==> config.mk <==
export PLATFORM = sky130hd
export DESIGN_NAME = audio_out_streamer
export DESIGN_NICKNAME = d
export VERILOG_FILES = /design/src/rtl/audio_out_streamer.sv
export SDC_FILE = /design/constraint.sdc
export NUM_CORES = 1
export LEC_CHECK = 0
export BUFFER_PORTS_ARGS = -buffer_cell sky130_fd_sc_hd__buf_2
export CAP_MARGIN = 20
export CORE_UTILIZATION = 50
export CTS_CLUSTER_DIAMETER = 30
export CTS_CLUSTER_SIZE = 10
export DETAILED_ROUTE_END_ITERATION = 7
export GPL_ROUTABILITY_DRIVEN = 0
export GPL_TIMING_DRIVEN = 0
export MAX_ROUTING_LAYER = met4
export PLACE_DENSITY = 0.7
export REMOVE_ABC_BUFFERS = 1
export SETUP_SLACK_MARGIN = 0.3
export SLEW_MARGIN = 5
export SYNTH_ARGS = -nofsm -noshare
export SYNTH_HDL_FRONTEND = slang
export SYNTH_SLANG_ARGS = --single-unit
export TNS_END_PERCENT = 20
==> constraint.sdc <==
create_clock -name clk -period 15.5 [get_ports clk]
set_input_delay 3.1 -clock clk [delete_from_list [all_inputs] [get_ports clk]]
set_output_delay 3.1 -clock clk [all_outputs]
set_load 0.005 [all_outputs]
==> src/rtl/audio_out_streamer.sv <==
// audio_out_streamer
//
// Captures 128-bit vector stores aimed at OUT_BASE into a small FIFO and
// plays them out one SAMPLE_W-bit lane per sample-rate tick over a
// valid/ready handshake toward the DAC. Lane 0 of a vector goes out first;
// the vector is popped once its last lane has been emitted.
//
// Ports:
//   clk           system clock, all state updates on the rising edge
//   reset         synchronous, active-low; clears every register
//   enable        1 = tick counter runs and samples are emitted
//   wren_b        vector store strobe from the processor
//   addr_b        vector store address; only OUT_BASE is accepted
//   data_b        vector store data; lane k = data_b[SAMPLE_W*k +: SAMPLE_W]
//   stall_req     FIFO full (level == DEPTH), combinational
//   sample_out    current sample toward the DAC
//   sample_valid  sample_out holds an unconsumed sample
//   sample_ready  DAC accepts the sample when valid && ready
//   fifo_level    number of vectors stored
//   status        sticky {late, underrun, overflow}
//   clear_status  synchronous clear of status; a same-cycle set wins

module audio_out_streamer #(
    parameter int unsigned DEPTH    = 4,
    parameter int unsigned SAMPLE_W = 16,
    parameter int unsigned TICK_DIV = 1042,
    parameter logic [31:0] OUT_BASE = 32'h0000_0400
) (
    input  logic                         clk,
    input  logic                         reset,
    input  logic                         enable,
    input  logic                         wren_b,
    input  logic [31:0]                  addr_b,
    input  logic [127:0]                 data_b,
    output logic                         stall_req,
    output logic [SAMPLE_W-1:0]          sample_out,
    output logic                         sample_valid,
    input  logic                         sample_ready,
    output logic [$clog2(DEPTH+1)-1:0]   fifo_level,
    output logic [2:0]                   status,
    input  logic                         clear_status
);

    localparam int unsigned LANES  = 128 / SAMPLE_W;
    localparam int unsigned LANE_W = (LANES > 1) ? $clog2(LANES) : 1;
    localparam int unsigned PTR_W  = $clog2(DEPTH);
    localparam int unsigned LVL_W  = $clog2(DEPTH + 1);
    localparam int unsigned CNT_W  = $clog2(TICK_DIV);

    // Status bit positions
    localparam int unsigned StOverflow = 0;
    localparam int unsigned StUnderrun = 1;
    localparam int unsigned StLate     = 2;

    // ------------------------------------------------------------------
    // State
    // ------------------------------------------------------------------
    logic [127:0]          mem_q [DEPTH];
    logic [PTR_W-1:0]      wr_ptr_q, wr_ptr_d;
    logic [PTR_W-1:0]      rd_ptr_q, rd_ptr_d;
    logic [LVL_W-1:0]      level_q, level_d;
    logic [LANE_W-1:0]     lane_q, lane_d;
    logic [CNT_W-1:0]      cnt_q, cnt_d;
    logic [SAMPLE_W-1:0]   sample_q, sample_d;
    logic                  valid_q, valid_d;
    logic [2:0]            status_q, status_d;

    // ------------------------------------------------------------------
    // Decoded events
    // ------------------------------------------------------------------
    logic                  addr_hit;
    logic                  full;
    logic                  empty;
    logic                  push;
    logic                  push_drop;
    logic                  tick;
    logic                  slot_free;
    logic                  emit;
    logic                  pop;
    logic                  underrun_ev;
    logic                  late_ev;
    logic [LANES-1:0][SAMPLE_W-1:0] head_vec;
    logic [SAMPLE_W-1:0]   head_lane;

    always_comb begin
        addr_hit    = wren_b && (addr_b == OUT_BASE);
        full        = (level_q == LVL_W'(DEPTH));
        empty       = (level_q == '0);
        // Acceptance uses the pre-edge level, so a full FIFO rejects a store
        // even if it pops on the same edge.
        push        = addr_hit && !full;
        push_drop   = addr_hit && full;
        tick        = enable && (cnt_q == CNT_W'(TICK_DIV - 1));
        // The output register may be reloaded if it is empty or being drained
        // on this very edge.
        slot_free   = !valid_q || sample_ready;
        emit        = tick && slot_free && !empty;
        pop         = emit && (lane_q == LANE_W'(LANES - 1));
        underrun_ev = tick && slot_free && empty;
        late_ev     = tick && !slot_free;
    end

    // Reinterpret the head vector as an array of lanes for selection.
    always_comb begin
        head_vec  = mem_q[rd_ptr_q];
        head_lane = head_vec[lane_q];
    end

    // ------------------------------------------------------------------
    // Next-state logic
    // ------------------------------------------------------------------
    always_comb begin
        cnt_d = cnt_q;
        if (!enable) begin
            cnt_d = '0;
        end else if (cnt_q == CNT_W'(TICK_DIV - 1)) begin
            cnt_d = '0;
        end else begin
            cnt_d = cnt_q + CNT_W'(1);
        end
    end

    always_comb begin
        wr_ptr_d = wr_ptr_q;
        rd_ptr_d = rd_ptr_q;
        level_d  = level_q;
        lane_d   = lane_q;

        if (push) begin
            wr_ptr_d = wr_ptr_q + PTR_W'(1);
        end

        if (emit) begin
            if (pop) begin
                rd_ptr_d = rd_ptr_q + PTR_W'(1);
                lane_d   = '0;
            end else begin
                lane_d   = lane_q + LANE_W'(1);
            end
        end

        unique case ({push, pop})
            2'b10:   level_d = level_q + LVL_W'(1);
            2'b01:   level_d = level_q - LVL_W'(1);
            default: level_d = level_q;
        endcase
    end

    always_comb begin
        sample_d = sample_q;
        valid_d  = valid_q;

        if (valid_q && sample_ready) begin
            valid_d = 1'b0;
        end
        if (emit) begin
            sample_d = head_lane;
            valid_d  = 1'b1;
        end else if (underrun_ev) begin
            // sample_out keeps the last value; only valid drops.
            valid_d = 1'b0;
        end
    end

    always_comb begin
        status_d = clear_status ? 3'b000 : status_q;
        if (push_drop) begin
            status_d[StOverflow] = 1'b1;
        end
        if (underrun_ev) begin
            status_d[StUnderrun] = 1'b1;
        end
        if (late_ev) begin
            status_d[StLate] = 1'b1;
        end
    end

    // ------------------------------------------------------------------
    // Registers
    // ------------------------------------------------------------------
    always_ff @(posedge clk) begin
        if (!reset) begin
            wr_ptr_q <= '0;
            rd_ptr_q <= '0;
            level_q  <= '0;
            lane_q   <= '0;
            cnt_q    <= '0;
            sample_q <= '0;
            valid_q  <= 1'b0;
            status_q <= 3'b000;
        end else begin
            wr_ptr_q <= wr_ptr_d;
            rd_ptr_q <= rd_ptr_d;
            level_q  <= level_d;
            lane_q   <= lane_d;
            cnt_q    <= cnt_d;
            sample_q <= sample_d;
            valid_q  <= valid_d;
            status_q <= status_d;
        end
    end

    // Storage needs no reset: after reset the level is zero, so no stale
    // entry is ever read out.
    always_ff @(posedge clk) begin
        if (reset && push) begin
            mem_q[wr_ptr_q] <= data_b;
        end
    end

    // ------------------------------------------------------------------
    // Outputs
    // ------------------------------------------------------------------
    always_comb begin
        stall_req    = full;
        sample_out   = sample_q;
        sample_valid = valid_q;
        fifo_level   = level_q;
        status       = status_q;
    end

endmodule

Word-level counts from Yosys, hierarchy flattened
Memories as Yosys holds them, arrays and structs flattened. A register that Yosys moved wholly into a read port is not among the register bits. Cells that the tools add are included. W data, S select, Z words.

Memory bits (writable): 512. Register bits after elaboration: 41. Memories kept: 1. Input port bits: 166.

Order comparisons: 1. Eq/ne operators: 6. Reduce and logical (&&, ||, !) cells: 24. Add/subtract/negate cells: 6. Bitwise logic cells: 2. Mux-type cells: 15.

Memory list: mem_q (depth 4, bits a word 128, rd ports 1, clocked after memory_dff 1, write ports 1, line 58) `logic [127:0] mem_q [DEPTH];`.

Operator list (number): $bmux W16 S3 (1); $eq A32 B11 Y1 const B (1); $mux W16 (1); $add A11 B1 Y11 const B (1); $eq A11 B11 Y1 const B (1); $logic_and A1 B1 Y1 (11); $mux W1 (8); $reduce_bool A2 Y1 (4); $add A3 B1 Y3 const B (2); $eq A3 B3 Y1 const B (2); $mux W3 (2); $pmux W3 S2 (1); $add A2 B1 Y2 const B (2); $logic_not A1 Y1 (4); $lt A3 B4 Y1 const B (1); $mux W2 (2); $logic_not A3 Y1 (1); $reduce_bool A3 Y1 (1); $reduce_or A3 Y1 (1); $sub A3 B1 Y3 const B (1); $eq A2 B1 Y1 const B (1); $eq A2 B2 Y1 const B (1); $not A1 Y1 (2); $reduce_and A2 Y1 (1); $logic_or A1 B1 Y1 (1).

Depth between registers and ports, before layout
Word-level depth: 8. Gate-level depth with buffers: 11. Gate-level depth less buffers: 11.

Least setup slack after synthesis
OpenSTA, ideal clock, no wires.

Kind: input to register. Start: in addr_b[29]. End: mem mem_q[0][0], enable pin. Path buffers: 0. Path slack: 5.399 ns. Library setup time: 0.617 ns. Stages: 5. Arrival time: 9.484 ns. Cell sequence: nor4_1 > nand4_1 > nor4b_1 > nand3b_1 > nor2_1.

Word-level cells in the longest chain between the ends: 6.

RTL lines: start, declared (line 33) `input logic [31:0] addr_b,`; $eq A32 B11 Y1 (line 86) `addr_hit = wren_b && (addr_b == OUT_BASE);`; $logic_and A1 B1 Y1 (line 86); $logic_and A1 B1 Y1 (line 91) `push = addr_hit && !full;`; $logic_and A1 B1 Y1 (line 206) `if (reset && push) begin`; $mux W1 (line 206); $mux W1 (implied by the code) (line 207) `mem_q[wr_ptr_q] <= data_b;`; end, declared (line 58).

No other way between the ends.

Worst setup path in the final report
Start: in addr_b[29]. End: mem mem_q[0][81], enable pin.

Same word-level chain as after synthesis.

==> results.json <==
{
  "tns_ps": 0,
  "die_w_um": 211,
  "status": "finished, violations left",
  "reg2reg_slack_ps": 12380,
  "netlist_area_sq_um": 21800,
  "viasPerCell": 5.63,
  "synthArstFlopShare_pct": 0,
  "area_growth_pct": 26.5,
  "finalHoldViolCount": 0,
  "cp_data_required_time_ps": 15800,
  "ys_seq_area_share_pct": 74.5,
  "slowest_delay_ps": 600,
  "core-area_sq_um": 43100,
  "rsz0062_at_grt": "false",
  "postRouteWirelength_um": 48000,
  "nets": 1577,
  "whs_path_depth": 1,
  "synth_adder_area_share_pct": 0.608,
  "layout_common_cells": "edfxtp_1, buf_2, mux2i_1, clkbuf_16, mux4_2",
  "grt_pass1_wl_um": 72200,
  "track_usage_pct": 22.8,
  "die_h_um": 211,
  "initial_utilization_pct": 50.6,
  "final_common_cell": "edfxtp_1",
  "drt_iter0_drc": 654,
  "holdWs_ps": 471,
  "leakagePower_nw": 9.02,
  "grt_pass1_vias": 12400,
  "synth_xor_area_share_pct": 0.522,
  "synthTopCellsByArea": "edfxtp_1, mux4_2, mux2i_1, dfxtp_1, a221oi_1",
  "cts_tree": "yes",
  "cp_slowest_cell": "nor2_4",
  "grt_max_degree": 52,
  "dp_hpwl_um": 29100,
  "crit_fanout": 24,
  "hp-class": "reg2reg",
  "htree_levels": 3,
  "firstDrtPassIters": 8,
  "yosys.area.top_type_share_pct": 70.5,
  "synth_top_cell_by_area": "edfxtp_1",
  "skew_ps": 25.1,
  "cts_resized": 0,
  "std_cell_rows": 76,
  "worst_ep_arrival_time_ps": 6060,
  "min_delay_worst_endpoint": "sample_out[4]",
  "critPathKind": "in2reg",
  "synth_top_family_by_area": "multiplexers",
  "cp-start-kind": "primary input",
  "io_buffer_count": 189,
  "syn_area_per_cell_sq_um": 19.1,
  "ios": 190,
  "synth_edf_count": 512,
  "synthMuxAreaShare_pct": 12.6,
  "violations": "DRC",
  "drive_above_1_share_pct": 33.0,
  "dp.cells": 1882,
  "p_per_area_nw_per_um2": 147,
  "cts_setup_buffers": 0,
  "cp-end-kind": "flop",
  "clock_latency_ps": 630,
  "setup_viol": 0,
  "yosys.area_share.simple_pct": 3.03,
  "clock_sinks": 555,
  "rr_worst_depth": 8,
  "fin_crit_ps": 5760,
  "numCtsBuffers": 102,
  "synth_warnings": 0,
  "drt-wirelength-per-cell_um": 23.0,
  "ys_ff_latch": 555,
  "clk_path_buf_depth": 3,
  "grt-ovfl-total": 0,
  "synthCells": 1139,
  "synth_compound_area_share_pct": 6.24,
  "place_ws_ps": 9020,
  "drc": 2,
  "maxCapViolCount": 0,
  "ctsHoldBuffers": 0,
  "cp_cell_sequence": "buf_2 > nor4_1 > nand4_1 > nor4b_1 > nand3b_1 > nor2_4 > buf_12 > buf_12 > buf_12",
  "synth_flop_cell": "edfxtp_1",
  "ys_types": 60,
  "path_common_cell": "buf_12",
  "vias": 11800,
  "clk_pin_slew_ps": 50,
  "clockRootBuffer": "clkbuf_16",
  "dieArea_sq_um": 44500,
  "final_util_pct": 64.0,
  "finalCritPeriodShare_pct": 37.1,
  "worst_pin_slew_ps": 940,
  "postRouteAntennaNets": 0,
  "fin_cells": 2090,
  "min-delay-start": "sample_out[4]",
  "drv_slew": 0,
  "peakVddDrop_uv": 120,
  "worstReg2RegEnd": "sample_out[11]",
  "setup_slack_ps": 9740,
  "antenna_found_initial": 16,
  "fmax_mhz": 174,
  "relSlewSlack_pct": 36.9
}
-- logic make-up after synthesis --
| kind of cell | count (synthesis) |
|---|---|
| buffers and inverters | 81 |
| AND/OR/NAND/NOR | 121 |
| XOR/XNOR | 13 |
| adder cells (fa/ha/maj) | 10 |
| AO/OA/AOI/OAI | 165 |
| multiplexers | 194 |
| flip-flops | 555 |
-- how the worst max path moves through the flow --
stage	from	endpoint	slack, ps	depth (start not counted)
after detailed placement	addr_b[29]	mem_q[0][92]	9020	9
after floorplan	addr_b[29]	mem_q[0][0]	5400	5
after global routing	addr_b[1]	mem_q[0][81]	9470	9
after global placement	addr_b[1]	mem_q[0][12]	330	6
after CTS	addr_b[29]	mem_q[0][81]	9670	9
final	addr_b[29]	mem_q[0][81]	9740	9
-- Yosys cell counts (all sizes together) (4+ instances only) --
| cell | n |
|---|---|
| ha | 9 |
| a211oi | 10 |
| xor2 | 6 |
| xnor2 | 7 |
| nor3 | 4 |
| a22o | 4 |
| nand2 | 12 |
| clkbuf | 27 |
| inv | 17 |
| or2 | 4 |
| buf | 36 |
| a21oi | 18 |
| a31oi | 10 |
| a221o | 16 |
| nor4 | 11 |
| nand2b | 10 |
| a221oi | 40 |
| a22oi | 19 |
| nor3b | 4 |
| o211ai | 11 |
| o31ai | 4 |
| mux4 | 64 |
| edfxtp | 512 |
| nand3 | 19 |
| o21ai | 13 |
| a32o | 10 |
| nor2 | 40 |
| dfxtp | 43 |
| mux2i | 130 |
| and3 | 4 |
-- cell type report --
class                      instances  area, sq um
antenna                           17         42.5
fill                            2881        15500
sequential                       555        16200
tap                              585          732
clock inverter                    75         1080
multi-input combinational        503         5070
inverter                          18         67.6
clock buffer                     116         2680
timing repair buffer             221         1660
-- registers in the layout, indices dropped and copies added (netlist names), named ones only --
name,flops
cnt_q,11
fifo_level,3
lane_q,3
mem_q,512
rd_ptr_q,2
sample_out,16
sample_valid,1
status,3
wr_ptr_q,2
-- report_power, final --
group | internal [W] | leakage (nW) | switching (W)
registers | 0.00164 | 4.95 | 0.000000367
clock network | 0.00165 | 1.81 | 0.000729
logic | 0.0000161 | 2.26 | 0.0000216
total | 0.00331 | 9.02 | 0.000750
-- metrics by stage --
| stage | total power [W] | instance area [sq um] |
|---|---|---|
| after floorplan | 0.00167 | 21300 |
| after global placement | 0.00170 | 23000 |
| after detailed placement | 0.00170 | 23800 |
| after CTS | 0.00409 | 27500 |
| after global routing | 0.00416 | 27600 |
| final | 0.00406 | 27600 |
-- critical path: cells and delay by family --
| kind | cells | cell delay, ps |
|---|---|---|
| buffers and inverters | 4 | 820 |
| AND/OR/NAND/NOR | 5 | 2130 |
-- routing by layer --
metal / share of wire [%] / vias up / track usage (%)
met1: 41 / 6022 / 27.6
met3: 6.9 / 60 / 5.98
li1: - / 5301 / -
met2: 50 / 376 / 36.7
met4: 2.1 / 0 / 8.75
met5: 0 / - / -
Note: power is estimated with default switching activity, not from simulation.
